==> src/rtl/round_robin_arbit_pkg.sv <==
// ---------------------------------------------------------------------------
// round_robin_arbit_pkg
//   Shared types and helpers for the three-requester round-robin arbiter.
//   - N_REQ     : number of requesters (agent 1..N_REQ maps to index 0..N_REQ-1)
//   - idx_t     : last-grant pointer type, $clog2(N_REQ) bits wide
//   - req_t     : request / grant vector type, bit i = agent i+1
//   - LAST_RST  : pointer value after reset (last agent, so agent 1 wins first)
//   - rr_inc    : pointer increment wrapping at N_REQ-1 (not a power of two)
//   - rr_next   : reference round-robin pick returning a one-hot grant
// ---------------------------------------------------------------------------
package round_robin_arbit_pkg;

  localparam int N_REQ = 3;
  localparam int IDX_W = (N_REQ > 1) ? $clog2(N_REQ) : 1;

  typedef logic [IDX_W-1:0] idx_t;
  typedef logic [N_REQ-1:0] req_t;

  localparam idx_t LAST_RST = idx_t'(N_REQ - 1);

  // Next pointer value; wraps by comparison because N_REQ need not be 2**k.
  function automatic idx_t rr_inc(input idx_t i);
    idx_t r;
    if (i == idx_t'(N_REQ - 1)) begin
      r = idx_t'(0);
    end else begin
      r = i + idx_t'(1);
    end
    return r;
  endfunction

  // Scan from last+1 with wrap; first pending request gets the one-hot grant.
  function automatic req_t rr_next(input req_t req, input idx_t last);
    req_t gnt;
    idx_t idx;
    logic found;
    gnt   = '0;
    found = 1'b0;
    idx   = last;
    for (int k = 0; k < N_REQ; k++) begin
      idx = rr_inc(idx);
      if (!found && req[idx]) begin
        gnt   = req_t'(1) << idx;
        found = 1'b1;
      end else begin
        found = found;
      end
    end
    return gnt;
  endfunction

endpackage

==> src/rtl/round_robin_arbit_pick.sv <==
// ---------------------------------------------------------------------------
// rr_priority_pick
//   Combinational round-robin priority selector.
//   Ports:
//     req     in  [N_REQ-1:0]  pending requests, bit i = agent i+1
//     last    in  idx_t        index of the most recently granted agent
//     gnt     out [N_REQ-1:0]  one-hot grant (all zero when req == 0)
//     gnt_idx out idx_t        index of the granted agent (0 when none)
//     any     out 1            at least one request is pending
//   The request vector is duplicated to 2*N_REQ bits; the lower copy is
//   masked at and below 'last', so a plain lowest-set-bit search starts just
//   after 'last' and wraps naturally into the upper copy. The upper copy
//   keeps bit 'last' itself, so a sole requester is re-granted every cycle.
// ---------------------------------------------------------------------------
module rr_priority_pick
  import round_robin_arbit_pkg::*;
(
  input  logic [N_REQ-1:0] req,
  input  idx_t             last,
  output logic [N_REQ-1:0] gnt,
  output idx_t             gnt_idx,
  output logic             any
);

  localparam int DW = 2 * N_REQ;

  logic [DW-1:0] dbl_s;
  logic [DW-1:0] masked_s;
  logic          found_s;
  idx_t          idx_s;

  // Build the double-width request vector and mask the lower copy up to 'last'.
  always_comb begin
    dbl_s    = {req, req};
    masked_s = '0;
    for (int i = 0; i < DW; i++) begin
      masked_s[i] = dbl_s[i] & (i > int'(last));
    end
  end

  // Lowest-set-bit search; positions in the upper copy fold back by N_REQ.
  always_comb begin
    found_s = 1'b0;
    idx_s   = idx_t'(0);
    for (int i = 0; i < DW; i++) begin
      if (!found_s && masked_s[i]) begin
        found_s = 1'b1;
        if (i >= N_REQ) begin
          idx_s = idx_t'(i - N_REQ);
        end else begin
          idx_s = idx_t'(i);
        end
      end else begin
        found_s = found_s;
      end
    end
  end

  // Drive the one-hot grant from the found index.
  always_comb begin
    any     = found_s;
    gnt_idx = idx_s;
    if (found_s) begin
      gnt = req_t'(1) << idx_s;
    end else begin
      gnt = '0;
    end
  end

endmodule

==> src/rtl/round_robin_arbit.sv <==
// ---------------------------------------------------------------------------
// round_robin_arbit
//   Three-requester round-robin arbiter with registered one-hot grants.
//   Arbitration is repeated every cycle (no lock): a persistent requester
//   yields after one grant cycle when others are waiting.
//   Ports:
//     clk        in   rising-edge clock
//     rst        in   asynchronous active-high reset (clears grants, pointer
//                     returns to agent 3 so agent 1 has top priority)
//     go1..go3   in   level requests from agents 1..3
//     get1..get3 out  registered one-hot grants to agents 1..3
// ---------------------------------------------------------------------------
module round_robin_arbit
  import round_robin_arbit_pkg::*;
(
  input  logic clk,
  input  logic rst,
  input  logic go1,
  input  logic go2,
  input  logic go3,
  output logic get1,
  output logic get2,
  output logic get3
);

  req_t req_s;
  req_t pick_gnt_s;
  idx_t pick_idx_s;
  logic pick_any_s;
  req_t gnt_r;
  idx_t last_r;

  assign req_s = {go3, go2, go1};

  rr_priority_pick u_pick (
    .req     (req_s),
    .last    (last_r),
    .gnt     (pick_gnt_s),
    .gnt_idx (pick_idx_s),
    .any     (pick_any_s)
  );

  // Grant and last-grant pointer registers; pointer holds when nobody requests.
  always_ff @(posedge clk or posedge rst) begin
    if (rst) begin
      gnt_r  <= '0;
      last_r <= LAST_RST;
    end else begin
      gnt_r <= pick_gnt_s;
      if (pick_any_s) begin
        last_r <= pick_idx_s;
      end else begin
        last_r <= last_r;
      end
    end
  end

  assign get1 = gnt_r[0];
  assign get2 = gnt_r[1];
  assign get3 = gnt_r[2];

endmodule

==> config.mk <==
export PLATFORM = sky130hd
export DESIGN_NAME = round_robin_arbit
export DESIGN_NICKNAME = d
export VERILOG_FILES = /design/src/rtl/round_robin_arbit_pkg.sv /design/src/rtl/round_robin_arbit_pick.sv /design/src/rtl/round_robin_arbit.sv
export SDC_FILE = /design/constraint.sdc
export NUM_CORES = 1
export LEC_CHECK = 0
export ABC_AREA = 1
export CAP_MARGIN = 25
export CORE_AREA = 3 3 40 42
export DETAILED_ROUTE_END_ITERATION = 10
export DIE_AREA = 0 0 43 45
export GPL_ROUTABILITY_DRIVEN = 0
export PLACE_DENSITY = 0.4
export SLEW_MARGIN = 15
export SYNTH_ARGS = -nofsm -noshare
export SYNTH_HDL_FRONTEND = slang
export SYNTH_SLANG_ARGS = --single-unit
==> constraint.sdc <==
create_clock -name clk -period 1.4 [get_ports clk]
set_clock_uncertainty 0.15 [all_clocks]
set_input_delay 0.14 -clock clk [delete_from_list [all_inputs] [get_ports clk]]
set_output_delay 0.14 -clock clk [all_outputs]
set_load 0.005 [all_outputs]
### After elaboration in Yosys (flattened, before gate mapping)

Cells that the tools add are included.

| word-level totals | value |
|---|---|
| register bits after elaboration | 5 |
| bits in latches | 0 |
| bits in writable memories | 0 |
| bits in read-only memories | 0 |
| bits of input ports | 5 |
| output and inout bits | 3 |
| logic and storage cells | 28 |
| memories | 0 |

| cells by class | value |
|---|---|
| add/sub/neg operators | 0 |
| $mul | 0 |
| div/mod/pow operators | 0 |
| order comparisons | 3 |
| eq/ne operators | 0 |
| shifts and indexed selects | 1 |
| muxes and demuxes | 11 |
| bitwise logic cells | 3 |
| reduce and logical (&&, ||, !) cells | 8 |

Operators with widths:

| operator | number |
|---|---|
| $mux W2 | 4 |
| $mux W1 | 6 |
| $gt A2 B2 Y1 const A | 2 |
| $logic_and A1 B1 Y1 | 4 |
| $logic_not A1 Y1 | 4 |
| $and A1 B1 Y1 | 3 |
| $mux W3 | 1 |
| $shl A1 B2 Y3 const A | 1 |
| $gt A1 B2 Y1 const A | 1 |

### Longest topological paths before layout

Gate-level depths: netlist (run 1).

| depth | value |
|---|---|
| word-level depth | 17 |
| mapped depth | 7 |
| gate-level depth less buffers | 7 |

### Hierarchy

From an unflattened synthesis (run 1), not the netlist that was laid out.

| unflattened totals | value |
|---|---|
| cell total of the unflattened synthesis | 33 |
| area, all modules | 260.2 um^2 |

Modules (own cells, without submodules):

| module | times used | cells each | area each (um^2) | sequential area each (um^2) |
|---|---|---|---|---|
| round_robin_arbit | 1 | 13 | 156.4 | 126.4 |
| rr_priority_pick | 1 | 20 | 103.8 | 0.0 |

### Worst setup path after synthesis (run 1)

OpenSTA, ideal clock, no wires.

| timing path | value |
|---|---|
| kind | register to register |
| start | register last_r[1] |
| end | register gnt_r[0] |
| setup time | 0.120 ns |
| data arrival time | 0.910 ns |
| required time | 1.130 ns |
| setup slack | 0.220 ns |
| stages on the path, launching flop included | 8 |
| path buffers | 0 |
| clock period less this slack | 1.180 ns |
| cells stage by stage | dfstp_2 inv_2 nand2_1 nand2_1 nand2_2 inv_1 o211ai_1 inv_1 |

| between the ends | value |
|---|---|
| longest elaborated chain between the ends | 17 |
| elaborated cells on any way between the ends | 26 |
| those cells by class | order compare: 3; shift: 1; mux: 11; bitwise: 3; reduce/logical: 8 |

Ends and longest elaborated chain:

| item | RTL line | source |
|---|---|---|
| start: declaration | round_robin_arbit.sv:31 | `idx_t last_r;` |
| start signal: assignment | round_robin_arbit.sv:51 | `last_r <= pick_idx_s;` |
| start signal: assignment | round_robin_arbit.sv:53 | `last_r <= last_r;` |
| $gt A1 B2 Y1 | round_robin_arbit_pick.sv:37 | `masked_s[i] = dbl_s[i] & (i > int'(last));` |
| $and A1 B1 Y1 | round_robin_arbit_pick.sv:37 |  |
| $mux W1 | round_robin_arbit_pick.sv:46 | `if (!found_s && masked_s[i]) begin` |
| $logic_not A1 Y1 | round_robin_arbit_pick.sv:46 |  |
| $logic_and A1 B1 Y1 | round_robin_arbit_pick.sv:46 |  |
| $mux W1 | round_robin_arbit_pick.sv:46 |  |
| $logic_not A1 Y1 | round_robin_arbit_pick.sv:46 |  |
| $logic_and A1 B1 Y1 | round_robin_arbit_pick.sv:46 |  |
| [2 not listed] | - |  |
| $logic_and A1 B1 Y1 | round_robin_arbit_pick.sv:46 |  |
| $mux W1 | round_robin_arbit_pick.sv:46 |  |
| $logic_not A1 Y1 | round_robin_arbit_pick.sv:46 |  |
| $logic_and A1 B1 Y1 | round_robin_arbit_pick.sv:46 |  |
| $mux W2 | round_robin_arbit_pick.sv:46 |  |
| $shl A1 B2 Y3 | round_robin_arbit_pick.sv:64 | `gnt = req_t'(1) << idx_s;` |
| $mux W3 * | round_robin_arbit_pick.sv:63 | `if (found_s) begin` |
| net pick_gnt_s[0] | round_robin_arbit.sv:27 | `req_t pick_gnt_s;` |
| end signal: assignment | round_robin_arbit.sv:49 | `gnt_r <= pick_gnt_s;` |
| end: declaration | round_robin_arbit.sv:30 | `req_t gnt_r;` |

The timed path passes the listed nets; every way through them passes the cells marked *.
A chain may end at the register's enable or synchronous reset.

### Worst setup path in the final report (run 1)

| timing path | value |
|---|---|
| start | register gnt_r[2] |
| end | output get3 |

RTL lines:

| item | RTL line | source |
|---|---|---|
| end: declaration | round_robin_arbit.sv:23 | `output logic get3` |

No word-level cell between the ends.

==> impl_metrics.py, run 1 <==
metrics = {
    "pwr": {
        "p_per_area_nw_per_um2": 1410,
        "vdd_drop_max_uv": 529,
        "p_leak_uw": 0.000196,
    },
    "hold_path": {
        "hold_path_class": "in2reg",
    },
    "routing": {
        "drt_iter0_drc": 3,
        "drc_errors": 0,
        "vias_per_cell": 4.05,
        "drt-pass1-iter-count": 3,
        "dr_total_vias": 231,
        "routed_wl_um": 492,
        "wire_per_inst_um": 8.63,
        "ant_nets": 0,
    },
    "setup_path": {
        "start_kind": "flip-flop",
        "end_kind": "primary output",
        "cpPeakStageDelay_ps": 490,
        "slowest_stage": "clkdlybuf4s50_1",
        "crit_type": "reg2out",
        "required_ps": 1110,
        "cp_data_arrival_time_ps": 1050,
        "crit_chain": "clkdlybuf4s50_1",
        "critPathBufInv": 1,
        "crit_fanout": 1,
        "cp_top_family": "buffers and inverters",
    },
    "cts": {
        "cts_buffers": 3,
        "cts_tree": "yes",
        "cts.sinks": 5,
        "postCtsSetupBuffers": 0,
        "htreeDepth": 1,
        "insertion_delay_ps": 250,
        "root_buffer": "clkbuf_4",
        "cts_max_path_buffers": 2,
        "clkTransAtPathRegs_ps": 50,
    },
    "global_routing": {
        "grt-ovfl-total": 0,
        "gr-usage-all-layers_pct": 6.60,
        "grt_start_max_net_pins": 6,
        "antenna_found_initial": 0,
        "grt_pass1_wl_um": 897,
        "grt_pass1_vias": 239,
    },
    "sta": {
        "clock.fmax_mhz": 745,
        "min_period_ps": 1340,
        "timing.final.crit_share_pct": 95.8,
        "slew_viol_final": 0,
        "setup_viol": 0,
        "rsz0062_at_grt": "no",
        "worstMarginPinSlew_ps": 199,
        "hold_violations": 0,
        "setup_tns_ps": 0,
        "relSlewSlack_pct": 86.7,
    },
    "finish": {
        "fillers": 140,
        "area_delta_synth_final_pct": 57.2,
        "layout-drive-gt1-share_pct": 19.0,
        "fin_cells": 57,
        "layout.nets": 48,
        "final_cell_area_sq_um": 368,
        "final_cell_mix": "nand2_1 (7), inv_1 (7), clkdlybuf4s50_1 (7), nand3_1 (5), dfrtp_1 (4)",
        "diodes": 0,
    },
    "run_status": {
        "outcome": "finished, final reports clean",
    },
    "synth": {
        "avgSynthCellArea_sq_um": 8.07,
        "yosysTopAreaCellShare_pct": 42.8,
        "synthCells": 29,
        "netlist_area_sq_um": 234,
        "synth_area_leaders": "dfrtp_1 (43%), dfstp_2 (11%), inv_1 (11%)",
        "synth_fp_nets": 34,
        "yosysTopAreaCell": "dfrtp_1",
        "ys_types": 9,
        "yosys_warnings": 0,
        "ys_seq_area_share_pct": 54.0,
        "ys_ff_latch": 5,
    },
    "floorplanning": {
        "start_util_pct": 18.2,
        "die_w_um": 43,
        "dieArea_sq_um": 1940,
        "ios": 8,
        "rows": 13,
        "die_y_um": 45,
        "fp.coreArea_sq_um": 1280,
    },
    "placed_design": {
        "port_buffers": 7,
        "dpl_cell_area_sq_um": 330,
        "placedCellCount": 52,
        "hpwl_um": 406,
    },
    "run": {
        "cap_violations": 0,
    },
}
[through the flow]
step / power [uW] / hold slack [ps] / setup WS, ps / utilization (%)
final: 520 / 374 / 58.3 / 28.6
after global placement: 353 / 201 / 118 / 25.7
after detailed placement: 352 / 209 / 121 / 25.7
after CTS: 529 / 372 / 47.2 / 28.6
after floorplan: 279 / -232 / 220 / -
after global routing: 567 / 409 / 17.7 / 28.6
[area by class of cell]
type	instances	area (sq um)	area share (%)
clock buffers	3	22.5	6.12
clock inverters	1	5.00	1.36
inverters	8	30.0	8.16
multi-input cells	16	77.6	21.1
flip-flops and latches	5	126	34.4
well taps	15	18.8	5.10
repair buffers	9	87.6	23.8
[cell families (layout without fill, tap and decap cells)]
| kind of cell | after synthesis | count (layout) | share of synthesized area, % |
|---|---|---|---|
| and+or+nand+nor | 15 | 15 | 29.9 |
| buffers and inverters | 8 | 21 | 12.8 |
| AOI/OAI and AO/OA | 1 | 1 | 3.21 |
| DFF | 5 | 5 | 54.0 |
[state kept, by name, indices dropped and copies added (netlist names)]
signal / count
gnt_r: 3
last_r: 2
[synth_stat cells]
library cell / instances
nand2_1: 7
dfrtp_1: 4
dfstp_2: 1
inv_2: 1
nand4_1: 2
nand2_2: 1
inv_1: 7
o211ai_1: 1
nand3_1: 5
[path summary, 6_finish.rpt]
| kind | from | to | slack [ps] | cells past startpoint |
|---|---|---|---|---|
| worst max-delay path | gnt_r[2] | get3 | 60 | 1 |
| worst min-delay path | go2 | gnt_r[1] | 370 | 3 |
| worst max register to register | last_r[1] | gnt_r[0] | 130 | 7 |
| worst min register to register | last_r[1] | last_r[1] | 400 | 2 |
| max in group asynchronous | rst | last_r[1] | 350 | 3 |
| min in group asynchronous | rst | gnt_r[2] | 510 | 3 |
[where the power goes]
| group | internal, uW | switching [uW] |
|---|---|---|
| Combinational | 77.0 | 69.0 |
| Clock | 104 | 65.1 |
| Sequential | 187 | 18.2 |
| Total | 367 | 152 |
[metal layers]
metal | part of all wire (%) | track usage, % | wire (um) | up-vias
met5 | 0 | 0 | 0 | -
met4 | 0 | 5.42 | 0 | 0
met3 | 5.7 | 3.59 | 28 | 0
met2 | 53 | 10.2 | 260 | 6
met1 | 41 | 6.57 | 202 | 108
li1 | - | - | - | 117
[what timing repair did]
action	CTS	global route
hold buffers	1	0
resized for setup	0	0
endpoints found under the hold margin	4	0
No activity file was read; power rests on OpenSTA's default activity.
==> inputs of run 2 (changes only) <==
- RECOVER_POWER: unset -> 50
==> impl_metrics.py, run 2 (synthesis results as in run 1) <==
metrics = {
    "pwr": {
        "seqPwrFrac_pct": 39.5,
        "swShare_pct": 29.3,
        "pwr-share-clk_pct": 32.5,
        "combPwrFrac_pct": 28.0,
        "power_switching_uw": 152,
        "intPower_uw": 367,
        "p_per_area_nw_per_um2": 1410,
        "vdd_drop_max_uv": 528,
        "p_leak_uw": 0.000197,
    },
    "setup_path": {
        "start_kind": "flip-flop",
        "end_kind": "primary output",
        "slowest_stage": "clkdlybuf4s50_1",
        "crit_type": "reg2out",
        "critPathBufInv": 1,
        "crit_chain": "clkdlybuf4s50_1",
        "cp_top_family": "buffers and inverters",
        "cp_data_arrival_time_ps": 1050,
        "required_ps": 1110,
        "crit_fanout": 1,
        "cpPeakStageDelay_ps": 490,
    },
    "routing": {
        "dr_total_vias": 231,
        "vias_per_cell": 4.05,
        "drt-pass1-iter-count": 3,
        "drt_iter0_drc": 3,
        "met1Wirelength_um": 202,
        "top_layer_used": "met3",
        "drc_errors": 0,
        "wire_per_inst_um": 8.61,
        "routed_wl_um": 491,
        "ant_nets": 0,
        "wl_met3_um": 28,
        "dr_wl_met2_um": 259,
    },
    "cts": {
        "clkTransAtPathRegs_ps": 50,
        "postCtsSetupBuffers": 0,
        "htreeDepth": 1,
        "cts_max_path_buffers": 2,
        "root_buffer": "clkbuf_4",
        "cts.sinks": 5,
        "cts_tree": "yes",
        "insertion_delay_ps": 250,
        "cts_buffers": 3,
    },
    "global_routing": {
        "grt_start_max_net_pins": 6,
        "grt_pass1_vias": 239,
        "grt_pass1_wl_um": 897,
        "gr-usage-all-layers_pct": 6.60,
        "antenna_found_initial": 0,
        "grt-ovfl-total": 0,
    },
    "floorplanning": {
        "die_w_um": 43,
        "dieArea_sq_um": 1940,
        "fp.coreArea_sq_um": 1280,
        "rows": 13,
        "ios": 8,
        "die_y_um": 45,
        "start_util_pct": 18.2,
    },
    "finish": {
        "fin_util_pct": 28.6,
        "fin_cells": 57,
        "top_regs": "gnt_r: 3 flops, last_r: 2 flops",
        "layout-drive-gt1-share_pct": 19.0,
        "area_delta_synth_final_pct": 57.2,
        "top_register": "gnt_r",
        "largest_reg_flops": 3,
        "diodes": 0,
        "layout.nets": 48,
        "final_cell_mix": "nand2_1 (7), inv_1 (7), clkdlybuf4s50_1 (6), nand3_1 (5), dfrtp_1 (4)",
    },
    "placed_design": {
        "placedCellCount": 52,
        "port_buffers": 7,
        "hpwl_um": 406,
    },
    "sta": {
        "clock.fmax_mhz": 745,
        "hold_violations": 0,
        "slew_viol_final": 0,
        "setup_tns_ps": 0,
        "worstMarginPinSlew_ps": 199,
        "setup_viol": 0,
        "timing.final.crit_share_pct": 95.8,
        "relSlewSlack_pct": 86.7,
        "min_period_ps": 1340,
        "rsz0062_at_grt": "no",
    },
    "run_status": {
        "outcome": "finished, final reports clean",
    },
    "hold_path": {
        "hold_path_class": "in2reg",
    },
    "run": {
        "cap_violations": 0,
    },
}
run 2: final cells by class:
type / instances / area (sq um)
inverters: 8 / 30.0
flip-flops and latches: 5 / 126
repair buffers: 9 / 87.6
well taps: 15 / 18.8
clock buffers: 3 / 22.5
fillers: 140 / 917
clock inverters: 1 / 5.00
multi-input cells: 16 / 77.6
run 2: through the flow:
step / total power (uW) / hold WS [ps] / setup slack (ps) / area [sq um]
after floorplan: 279 / -232 / 220 / 234
after global placement: 353 / 201 / 118 / 330
after detailed placement: 352 / 209 / 121 / 330
after CTS: 529 / 372 / 47.2 / 368
after global routing: 566 / 409 / 17.7 / 368
final: 519 / 374 / 58.3 / 368
run 2: path summary, 6_finish.rpt:
path	start	endpoint	slack, ps	cells after the start
worst max-delay path	gnt_r[2]	get3	60	1
worst min-delay path	go2	gnt_r[1]	370	3
worst max register to register	last_r[1]	gnt_r[0]	130	7
worst min register to register	last_r[1]	last_r[1]	400	2
max in group asynchronous	rst	last_r[1]	220	3
min in group asynchronous	rst	gnt_r[2]	630	3
run 2: power groups by stage:
stage,registers [uW],logic [uW],clock network [uW]
2_1_floorplan,207,71.5,0
3_3_place_gp,206,146,0
3_5_place_dp,207,145,0
4_1_cts,205,148,177
5_1_grt,207,166,192
6_report,205,145,169
run 2: metal layers:
layer / GRT usage [%] / up-vias
li1: - / 117
met1: 6.57 / 108
met2: 10.2 / 6
met3: 3.59 / 0
met4: 5.42 / 0
met5: 0 / -
run 2: what timing repair did:
item | 4_1_cts | 5_1_grt
resized for setup | 0 | 0
endpoints found under the hold margin | 4 | 0
hold buffers | 1 | 0
run 2: worst min-delay path: stages:
cell and delay (ps):
clkdlybuf4s50_1 440, nand2_1 100, nand2_1 50
==> inputs of run 3 (changes only) <==
- CTS_CLUSTER_SIZE: unset -> 12
==> results of run 3 <==
No change in the layout: final DEF, timing and power equal those of run 2.
